File: config.mk
export PLATFORM = sky130hd
export DESIGN_NAME = arithmetic_circuits_rca
export DESIGN_NICKNAME = d
export VERILOG_FILES = /design/src/rtl/arithmetic_circuits_rca.sv
export SDC_FILE = /design/constraint.sdc
export NUM_CORES = 1
export LEC_CHECK = 0
export ABC_CLOCK_PERIOD_IN_PS = 6000
export CAP_MARGIN = 40
export CORE_AREA = 4 4 41 43
export CTS_BUF_LIST = sky130_fd_sc_hd__clkbuf_2
export CTS_CLUSTER_DIAMETER = 50
export CTS_CLUSTER_SIZE = 28
export DETAILED_ROUTE_END_ITERATION = 7
export DIE_AREA = 0 0 45 47
export MAX_ROUTING_LAYER = met4
export PLACE_DENSITY = 0.54
export SYNTH_ARGS = -nofsm -noshare
export SYNTH_HDL_FRONTEND = slang
export SYNTH_SLANG_ARGS = --single-unit
File: constraint.sdc
create_clock -name clk -period 6 [get_ports clk]
set_clock_uncertainty 0.05 [all_clocks]
set_input_delay 1.8 -clock clk [delete_from_list [all_inputs] [get_ports clk]]
set_output_delay 1.8 -clock clk [all_outputs]
set_load 0.01 [all_outputs]
File: src/rtl/arithmetic_circuits_rca.sv
// ============================================================================
// Module   : arithmetic_circuits_rca
// Brief    : Ripple-carry adder with combinational result and registered flags.
// Revision : 1.0
// ============================================================================
`default_nettype none

module arithmetic_circuits_rca #(
   parameter int WIDTH = 4
) (
   input  logic             clk,
   input  logic             rst,
   input  logic [WIDTH-1:0] x,
   input  logic [WIDTH-1:0] y,
   input  logic             cin,
   output logic [WIDTH-1:0] sum,
   output logic             cout,
   output logic [WIDTH-1:0] sum_q,
   output logic             cout_q,
   output logic             ovf_q,
   output logic             zero_q
);

   logic [WIDTH:0] w_c;
   logic           w_ovf_d;
   logic           w_zero_d;

   assign w_c[0] = cin;

   genvar i;
   generate
      for (i = 0; i < WIDTH; i++) begin : g_fa
         assign sum[i]   = x[i] ^ y[i] ^ w_c[i];
         assign w_c[i+1] = (x[i] & y[i]) | (w_c[i] & (x[i] ^ y[i]));
      end
   endgenerate

   assign cout = w_c[WIDTH];

   // Signed overflow: carry into the sign bit disagrees with carry out of it.
   assign w_ovf_d  = w_c[WIDTH-1] ^ w_c[WIDTH];
   assign w_zero_d = (sum == '0);

   always_ff @(posedge clk) begin
      if (rst) begin
         sum_q  <= '0;
         cout_q <= 1'b0;
         ovf_q  <= 1'b0;
         zero_q <= 1'b0;
      end else begin
         sum_q  <= sum;
         cout_q <= cout;
         ovf_q  <= w_ovf_d;
         zero_q <= w_zero_d;
      end
   end

endmodule

`default_nettype wire

# Yosys cells after proc, flatten, opt, wreduce, memory -nomap -nowiden

Cells that the tools add are included.

Register bits after elaboration: 7
Input port bits: 11
Word-level logic and storage cells: 26

Bitwise logic cells: 21
Reduce and logical (&&, ||, !) cells: 1

Operators by type and width:

| cell             | number |
|---|---|
| $xor A1 B1 Y1    | 9 |
| $and A1 B1 Y1    | 8 |
| $logic_not A4 Y1 | 1 |
| $or A1 B1 Y1     | 4 |

# Logic depth before layout (Yosys ltp)

Gate-level depths: netlist of run 1.

Depth after elaboration: 10
Gate-level depth with buffers: 7
Depth with buffers taken out: 7

# Worst setup path before layout of run 1

Ideal clock, no wire load.

Path type: input -> output
From: input y[0]
To: output sum[3]
Arrival time: 3.602 ns
Required time: 4.150 ns
Slack: 0.548 ns
Cell stages on the path: 6
Buffers on the path: 0
Path through: fa_1 > fa_1 > fa_1 > inv_1 > fa_1 > inv_1

Word-level cells in the longest chain between the ends: 8
Elaborated cells between the ends (all ways): 9

RTL lines:

| element            | RTL line | text |
|---|---|---|
| start: declaration | 14       | `input logic [WIDTH-1:0] y,` |
| $xor A1 B1 Y1      | 34       | `assign w_c[i+1] = (x[i] & y[i]) \| (w_c[i] & (x[i] ^ y[i]));` |
| $and A1 B1 Y1      | 34       |  |
| $or A1 B1 Y1 (*)   | 34       |  |
| $and A1 B1 Y1 (*)  | 34       |  |
| $or A1 B1 Y1 (*)   | 34       |  |
| $and A1 B1 Y1 (*)  | 34       |  |
| $or A1 B1 Y1 (*)   | 34       |  |
| $xor A1 B1 Y1 (*)  | 33       | `assign sum[i] = x[i] ^ y[i] ^ w_c[i];` |
| end: declaration   | 16       | `output logic [WIDTH-1:0] sum,` |

Mark *: on every way between the ends. The rest lies on a longest branch, timed or not.

# Worst setup path after layout of run 1

From: input cin
To: output sum[3]

Word-level cells in the longest chain between the ends: 7

RTL lines:

| element            | RTL line | text |
|---|---|---|
| start: declaration | 15       | `input logic cin,` |
| $and A1 B1 Y1      | 34       |  |
| $or A1 B1 Y1       | 34       |  |
| $and A1 B1 Y1      | 34       |  |
| $or A1 B1 Y1       | 34       |  |
| $and A1 B1 Y1      | 34       |  |
| $or A1 B1 Y1       | 34       |  |
| $xor A1 B1 Y1      | 33       |  |

Every way passes these cells.

==> impl_metrics.yaml, run 1 <==
status:
  run_status: "finished clean"
sta:
  worstMarginPinSlew_ps: 190
  max_freq_mhz: 169
  finalCritPeriodShare_pct: 98.6
  slew-limit-headroom_pct: 87.3
  finalHoldViolCount: 0
  rsz0062_at_grt: "false"
  post-route-min-period_ps: 5920
  worst_hold_slack_ps: 2000
  totalNegativeSetupSlack_ps: 0
  setup_violation_total_in_the_final_timing_report: 0
  slew_violations: 0
global_routing:
  track_usage_pct: 8.05
  global_route_wire_length_before_repair_mm: 1.08
  grt_start_max_net_pins: 8
  number_of_antenna_violations_at_the_first_check_in_global_routing: 0
  gr-total-overflow: 0
  first_global_vias: 298
synthesis:
  synth_warnings: 0
  synthArstFlopShare_pct: 0
  postSynthNetCount: 40
  post-synth-top-area-fraction_pct: 47.3
  synth.top_cells.by_area: "sky130_fd_sc_hd__dfxtp_1, sky130_fd_sc_hd__fa_1, sky130_fd_sc_hd__and2b_2, sky130_fd_sc_hd__inv_1, sky130_fd_sc_hd__nor2_1"
  syn-mean-instance-area_um2: 11.9
  post_synthesis_cell_type_with_the_largest_combined_area: "sky130_fd_sc_hd__dfxtp_1"
  netlist-cell-type-count: 7
  synth.yosys.seq_area_share_pct: 47.3
  yosys-top-cells-count: "sky130_fd_sc_hd__dfxtp_1, sky130_fd_sc_hd__inv_1, sky130_fd_sc_hd__fa_1, sky130_fd_sc_hd__nor2_1, sky130_fd_sc_hd__and2b_2"
  ys_dominant_reg_cell: "sky130_fd_sc_hd__dfxtp_1"
  synth-seq-cells: 7
  yosysMostFrequentCell: "sky130_fd_sc_hd__dfxtp_1"
  synth_enable_flop_cells: 0
  synthCells: 25
  post_synth_instance_area_um2: 297
floorplanning:
  ioPinCount: 23
  area_enclosed_by_the_die_boundary_um2: 2120
  starting_density_pct: 22.8
  floorplan.die.width_um: 45
  row_count: 13
  core_box_area_um2: 1300
  vert_die_dim_um: 47
power_and_ir_drop:
  cellLeakagePower_nw: 0.273
  vdd_ir_drop_max_mv: 0.0849
  power_per_unit_of_standard_cell_area_nw_per_um2: 236
cts:
  numCtsBuffers: 3
  cts.htree.levels: 1
  ctsRootBufferMaster: "sky130_fd_sc_hd__clkbuf_2"
  clock_sinks: 7
  cts_max_path_buffers: 2
  cts_tree: "yes"
  clk_transition_reported_paths_ps: 80
run:
  drv.max_cap_violation_count: 0
placement:
  detailedPlacementHpwl_um: 631
  dpl.cell_count: 65
  io_buffers: 22
  globalplace.congestion: 0.702
drt:
  drc_errors: 0
  routed_via_count: 264
  route.detailed.vias_per_inst: 3.83
  wl_per_cell_um: 9.96
  detailedRoute.firstIterationViolations: 0
  overall_routed_net_length_um: 687
  first_pass_iters: 1
  post_drt_antenna_nets: 0
worst_setup_path:
  timing.critical_path.mode_cell: "sky130_fd_sc_hd__fa_2"
  path_buf_inv: 4
  worst_setup_path_start_kind: "primary input"
  worstPathArrival_ps: 4070
  criticalPathCategory: "primary input to primary output"
  critical_path.max_fanout: 2
  cp_data_required_time_ps: 4150
  worst_path_dominant_cell_family: "adder cells"
  worst_setup_path_end_kind: "primary output"
  cp_slowest_cell: "sky130_fd_sc_hd__fa_1"
  worstPathCellList: "clkdlybuf4s50_1 -> fa_2 -> fa_2 -> fa_2 -> inv_1 -> fa_1 -> inv_2 -> clkdlybuf4s15_2"
  critPathMaxStageDelay_ps: 450
layout:
  layout_utilization_pct: 45.5
  area_delta_synth_final_pct: 99.6
  diodes: 0
  drive_gt1_share_pct: 27.8
  num-fill-cells: 128
  final_cell_count_no_fill: 69
  finalNetCount: 70
hold_path:
  min_path_type: "primary input to flip-flop"
power breakdown:
group	internal, mW	total (mW)	switching [mW]
combinational	0.0331	0.0528	0.0197
clock	0.0151	0.0342	0.0191
sequential	0.0514	0.0526	0.00124
total	0.0996	0.140	0.0400
through the flow:
stage | power [mW] | cell area [um^2] | worst slack, ps
finish | 0.140 | 592 | 84.1
floorplan | 0.0730 | 297 | 548
global placement | 0.106 | 558 | -423
global route | 0.147 | 592 | 10.0
CTS | 0.142 | 587 | 10.2
detailed placement | 0.107 | 558 | -444
registers in the layout (all words and copies together), names as in the netlist:
name and flops:
ovf_q 1, zero_q 1, cout_q 1, sum_q 4
routing by layer:
layer  global-route usage (%)  up-vias  part of all wire (%)
met1                     5.56      119                    29
li1                         -      130                     -
met4                     8.77        0                   2.5
met3                     1.15        2                   6.4
met2                     15.8       13                    61
met5                        -        -                     0
what timing repair did:
action / in CTS / in global routing
setup endpoints to repair: 2 / 2
pin swaps: 0 / 1
setup buffers: 0 / 0
hold buffers: 0 / 0
gates resized for setup: 6 / 3
final cells by class:
type / count / area (um^2) / area share [%]
Clock buffer: 3 / 15.0 / 2.54
Clock inverter: 1 / 5.00 / 0.846
Inverter: 5 / 18.8 / 3.17
Multi-Input combinational cell: 13 / 145 / 24.5
Sequential cell: 7 / 140 / 23.7
Tap cell: 15 / 18.8 / 3.17
Timing Repair Buffer: 25 / 249 / 42.1
cells in the final DEF (no fill, tap or decap):
| cell type | count |
|---|---|
| sky130_fd_sc_hd__fa_2 | 3 |
| sky130_fd_sc_hd__clkdlybuf4s50_1 | 19 |
| sky130_fd_sc_hd__dfxtp_1 | 7 |
| sky130_fd_sc_hd__inv_2 | 1 |
| sky130_fd_sc_hd__buf_4 | 3 |
| sky130_fd_sc_hd__clkdlybuf4s15_2 | 1 |
| sky130_fd_sc_hd__dlymetal6s2s_1 | 2 |
| sky130_fd_sc_hd__fa_1 | 1 |
| sky130_fd_sc_hd__xor2_1 | 1 |
| sky130_fd_sc_hd__nor2_1 | 4 |
| sky130_fd_sc_hd__or4_1 | 1 |
| sky130_fd_sc_hd__and2b_2 | 3 |
| sky130_fd_sc_hd__clkinv_2 | 1 |
| sky130_fd_sc_hd__clkbuf_2 | 3 |
| sky130_fd_sc_hd__inv_1 | 4 |
cell families (layout without fill, tap and decap cells):
family                   Yosys count  in the layout  synth area share (%)
XOR/XNOR                           1              1                  2.95
adder cells (fa/ha/maj)            4              4                  27.0
buffers and inverters              5             34                  6.33
flip-flops                         7              7                  47.3
AND/OR/NAND/NOR                    8              8                  16.5
worst paths after layout:
| path | end | start | slack [ps] | cells past startpoint |
|---|---|---|---|---|
| setup / recovery | sum[3] | cin | 80 | 8 |
| hold / removal | sum_q[0] | x[0] | 2000 | 3 |
worst min-delay path: cells and delay by family:
kind	cells	cell delay, ps
AND/OR/NAND/NOR	1	130
buffers and inverters	1	110
adder cells (fa/ha/maj)	1	230
No activity file was read; power rests on OpenSTA's default activity.
==> inputs of run 2 (changes only) <==
--- a/config.mk
+++ b/config.mk
@@ -10,9 +10,10 @@
 export CORE_AREA = 4 4 41 43
 export CTS_BUF_LIST = sky130_fd_sc_hd__clkbuf_2
 export CTS_CLUSTER_DIAMETER = 50
-export CTS_CLUSTER_SIZE = 28
+export CTS_CLUSTER_SIZE = 16
 export DETAILED_ROUTE_END_ITERATION = 7
 export DIE_AREA = 0 0 45 47
+export GPL_TIMING_DRIVEN = 0
 export MAX_ROUTING_LAYER = met4
 export PLACE_DENSITY = 0.54
 export SYNTH_ARGS = -nofsm -noshare
==> impl_metrics.yaml, run 2 (synthesis gave the netlist of run 1 again) <==
sta:
  finalHoldViolCount: 0
  slew_violations: 0
  max_freq_mhz: 174
  worstMarginPinSlew_ps: 196
  slew-limit-headroom_pct: 86.9
  setup_violation_total_in_the_final_timing_report: 0
  rsz0062_at_grt: "false"
  timing.final.ws_setup_ps: 266
  post-route-min-period_ps: 5730
  finalCritPeriodShare_pct: 95.6
drt:
  routed_via_count: 251
  route.detailed.vias_per_inst: 3.80
  wl_per_cell_um: 10.8
  drt-met1-wl_um: 242
  drc_errors: 0
  overall_routed_net_length_um: 714
  post_drt_antenna_nets: 0
  wl_met2_um: 436
  first_pass_iters: 4
  detailedRoute.firstIterationViolations: 1
  wl_met3_um: 34
  maxUsedRoutingLayer: "met3"
status:
  run_status: "finished clean"
layout:
  drive_gt1_share_pct: 27.5
  number_of_flip_flops_in_the_largest_register: 4
  diodes: 0
  num-fill-cells: 137
  highest_count_cells_in_the_layout_ignoring_fill_and_taps: "sky130_fd_sc_hd__clkdlybuf4s50_1, sky130_fd_sc_hd__dfxtp_1, sky130_fd_sc_hd__nor2_1, sky130_fd_sc_hd__fa_2, sky130_fd_sc_hd__clkbuf_2"
  area_delta_synth_final_pct: 92.8
  top_register: "sum_q"
  finalNetCount: 67
  layout_utilization_pct: 43.9
  layout.cells.most_common: "sky130_fd_sc_hd__clkdlybuf4s50_1"
worst_setup_path:
  critPathMaxStageDelay_ps: 440
  path_buf_inv: 4
  worst_setup_path_end_kind: "primary output"
  worstPathArrival_ps: 3880
  cp_slowest_cell: "sky130_fd_sc_hd__fa_2"
  worst_setup_path_start_kind: "primary input"
  critical_path.max_fanout: 2
  timing.critical_path.mode_cell: "sky130_fd_sc_hd__fa_2"
  criticalPathCategory: "primary input to primary output"
  worst_path_dominant_cell_family: "adder cells"
  worstPathCellList: "dlymetal6s2s_1 -> fa_2 -> fa_2 -> fa_2 -> inv_2 -> fa_2 -> inv_2 -> clkdlybuf4s15_2"
  cp_data_required_time_ps: 4150
floorplanning:
  floorplan.die.width_um: 45
  starting_density_pct: 22.8
  core_box_area_um2: 1300
  ioPinCount: 23
  row_count: 13
  area_enclosed_by_the_die_boundary_um2: 2120
  vert_die_dim_um: 47
cts:
  clock_sinks: 7
  numCtsBuffers: 3
  ctsRootBufferMaster: "sky130_fd_sc_hd__clkbuf_2"
  cts.htree.levels: 1
  cts_tree: "yes"
  setup_fix_buffers_added_after_clock_tree_synthesis: 0
  holdBufCountCts: 0
  cts_max_path_buffers: 2
  clk_transition_reported_paths_ps: 60
placement:
  globalplace.congestion: 0.661
  io_buffers: 22
  dpl_worst_slack_ps: -481
  detailedPlacementHpwl_um: 647
power_and_ir_drop:
  vdd_ir_drop_max_mv: 0.0914
  cellLeakagePower_nw: 0.268
  power_per_unit_of_standard_cell_area_nw_per_um2: 237
global_routing:
  gr-total-overflow: 0
  grt_start_max_net_pins: 8
  first_global_vias: 300
  global_route_wire_length_before_repair_mm: 1.15
  track_usage_pct: 7.89
  number_of_antenna_violations_at_the_first_check_in_global_routing: 0
run:
  drv.max_cap_violation_count: 0
hold_path:
  min_path_type: "primary input to flip-flop"
-- run 2: final cells by class --
type | count | area [um^2] | area share, %
clock buffer | 4 | 20.0 | 3.50
inverter | 5 | 18.8 | 3.28
tap | 15 | 18.8 | 3.28
multi-input combinational | 13 | 148 | 25.8
sequential | 7 | 140 | 24.5
timing repair buffer | 22 | 226 | 39.6
-- run 2: metrics by stage --
step	setup TNS, ps	instances	power, mW	area, um^2	hold slack (ps)
CTS	-19.0	66	0.137	564	2190
finish	0	66	0.136	572	2050
floorplan	0	25	0.0730	297	1820
detailed placement	-672	62	0.104	536	2410
global placement	-603	62	0.102	536	2400
global route	0	66	0.144	572	2040
-- run 2: per-layer routing --
layer	up-vias	GRT usage [%]
li1	124	-
met1	116	6.98
met2	11	15.3
met3	0	1.15
met4	0	5.26
met5	-	-
-- run 2: final timing paths --
check | slack [ps] | end | from | cells after the start
max | 270 | sum[3] | cin | 8
min | 2050 | sum_q[0] | y[0] | 3
-- run 2: worst min-delay path: cells and delay by family --
kind / cells / cell delay (ps)
adders and majority gates: 1 / 240
buffers and inverters: 1 / 100
and+or+nand+nor: 1 / 140
-- run 2: report_power, final --
group	internal, mW	switching, mW	total [mW]
Sequential	0.0515	0.00123	0.0527
Clock	0.0177	0.0152	0.0329
Combinational	0.0298	0.0202	0.0500
Total	0.0990	0.0365	0.136
-- run 2: repair_timing --
action / in CTS / in global routing
pin swaps: 0 / 3
endpoints found under the setup margin: 3 / 1
gates resized for setup: 9 / 5
==> inputs of run 3 (changes only) <==
--- a/config.mk
+++ b/config.mk
@@ -13,9 +13,10 @@
 export CTS_CLUSTER_SIZE = 16
 export DETAILED_ROUTE_END_ITERATION = 7
 export DIE_AREA = 0 0 45 47
+export DONT_BUFFER_PORTS = 1
 export GPL_TIMING_DRIVEN = 0
 export MAX_ROUTING_LAYER = met4
-export PLACE_DENSITY = 0.54
+export PLACE_DENSITY = 0.32
 export SYNTH_ARGS = -nofsm -noshare
 export SYNTH_HDL_FRONTEND = slang
 export SYNTH_SLANG_ARGS = --single-unit
==> impl_metrics.yaml, run 3 (synthesis gave the netlist of run 1 again) <==
sta:
  finalCritPeriodShare_pct: 92.1
  slew_violations: 0
  setup_violation_total_in_the_final_timing_report: 0
  finalHoldViolCount: 0
  slew-limit-headroom_pct: 88.0
  worst_hold_slack_ps: 1590
  rsz0062_at_grt: "false"
  totalNegativeSetupSlack_ps: 0
  worstMarginPinSlew_ps: 180
  max_freq_mhz: 181
  post-route-min-period_ps: 5530
power_and_ir_drop:
  switchingPower_mw: 0.0310
  sw_share_pct: 28.6
  sequentialPowerShare_pct: 51.5
  cell_internal_power_mw: 0.0776
  cellLeakagePower_nw: 0.159
  vdd_ir_drop_max_mv: 0.0567
  power_per_unit_of_standard_cell_area_nw_per_um2: 324
  power.clock.fraction_pct: 30.6
  combPwrFrac_pct: 17.9
worst_setup_path:
  capturing_element_of_the_worst_setup_path: "sum[3]"
  path_buf_inv: 2
  wp_depth: 6
  criticalPathCategory: "primary input to primary output"
  worstPathArrival_ps: 3680
  worst_setup_path_start_kind: "primary input"
  worst_setup_path_end_kind: "primary output"
  worst_setup_path_startpoint: "y[0]"
  cp_slowest_cell: "sky130_fd_sc_hd__fa_1"
  worst_path_dominant_cell_family: "adder cells"
  cp_data_required_time_ps: 4150
  timing.critical_path.mode_cell: "sky130_fd_sc_hd__fa_1"
  worstPathCellList: "fa_1 -> fa_1 -> fa_1 -> inv_1 -> fa_1 -> inv_1"
  critical_path.max_fanout: 2
  critPathMaxStageDelay_ps: 420
layout:
  diodes: 0
  num-fill-cells: 158
  drive_gt1_share_pct: 24.1
  number_of_flip_flops_in_the_largest_register: 4
  highest_count_cells_in_the_layout_ignoring_fill_and_taps: "sky130_fd_sc_hd__dfxtp_1, sky130_fd_sc_hd__inv_1, sky130_fd_sc_hd__nor2_1, sky130_fd_sc_hd__fa_1, sky130_fd_sc_hd__clkbuf_2"
  multi_input_comb_area_um2: 138
  top_register: "sum_q"
  layout.cells.most_common: "sky130_fd_sc_hd__dfxtp_1"
  ff_latch_area_um2: 140
  finalNetCount: 45
  area_delta_synth_final_pct: 13.1
floorplanning:
  ioPinCount: 23
  row_count: 13
  area_enclosed_by_the_die_boundary_um2: 2120
  starting_density_pct: 22.8
  vert_die_dim_um: 47
  core_box_area_um2: 1300
  floorplan.die.width_um: 45
cts:
  numCtsBuffers: 3
  clk_transition_reported_paths_ps: 70
  holdBufCountCts: 0
  cts_max_path_buffers: 2
  ctsRootBufferMaster: "sky130_fd_sc_hd__clkbuf_2"
  setup_fix_buffers_added_after_clock_tree_synthesis: 0
  clock_sinks: 7
  cts.htree.levels: 1
  cts_resized: 0
  cts_tree: "yes"
drt:
  post_drt_antenna_nets: 0
  first_pass_iters: 1
  detailedRoute.firstIterationViolations: 0
  routed_via_count: 168
  drc_errors: 0
  wl_per_cell_um: 12.3
  overall_routed_net_length_um: 541
  route.detailed.vias_per_inst: 3.82
global_routing:
  grt_start_max_net_pins: 8
  gr-total-overflow: 0
  track_usage_pct: 6.99
  number_of_antenna_violations_at_the_first_check_in_global_routing: 0
  global_route_wire_length_before_repair_um: 890
  first_global_vias: 200
placement:
  io_buffers: 0
  globalplace.congestion: 0.664
status:
  run_status: "finished clean"
run:
  drv.max_cap_violation_count: 0
hold_path:
  min_path_type: "primary input to flip-flop"
==> run 3: cell types whose count changed in the layout (fill, tap and decap cells not counted), sizes merged <==
cell and change:
clkdlybuf4s15 -1, dlymetal6s2s -3, clkdlybuf4s50 -16, dlygate4sd2 -2
==> run 3: cell type report <==
class | count | area share, %
Sequential cell | 7 | 41.8
Multi-Input combinational cell | 13 | 41.0
Clock buffer | 4 | 5.97
Inverter | 5 | 5.60
Tap cell | 15 | 5.60
==> run 3: through the flow <==
| step | setup slack (ps) | instances | util [%] | power (mW) | area, um^2 |
|---|---|---|---|---|---|
| final | 472 | 44 | 25.8 | 0.109 | 335 |
| after global routing | 393 | 44 | 25.8 | 0.117 | 335 |
| after CTS | 462 | 44 | 25.8 | 0.112 | 335 |
| after detailed placement | 465 | 40 | 24.2 | 0.0772 | 315 |
| after global placement | 465 | 40 | 24.2 | 0.0772 | 315 |
| after floorplan | 548 | 25 | - | 0.0730 | 297 |
==> run 3: power groups by stage <==
stage	clock network (mW)	logic (mW)	registers [mW]
after floorplan	0	0.0166	0.0564
after global placement	0	0.0199	0.0573
after detailed placement	0	0.0200	0.0572
after CTS	0.0357	0.0201	0.0561
after global routing	0.0379	0.0224	0.0565
final	0.0333	0.0194	0.0559
==> run 3: routing by layer <==
metal  wire, um  track usage, %
met5          0               -
met4         19            10.5
met3         64            3.45
met2        232            9.04
met1        225            6.05
==> run 3: worst min-delay path by stage <==
stage	from	end	slack [ps]	cells past startpoint
floorplan	rst	cout_q	1820	1
global placement	rst	cout_q	1820	1
detailed placement	rst	cout_q	1820	1
CTS	rst	cout_q	1570	1
global route	rst	cout_q	1560	1
finish	rst	cout_q	1590	1
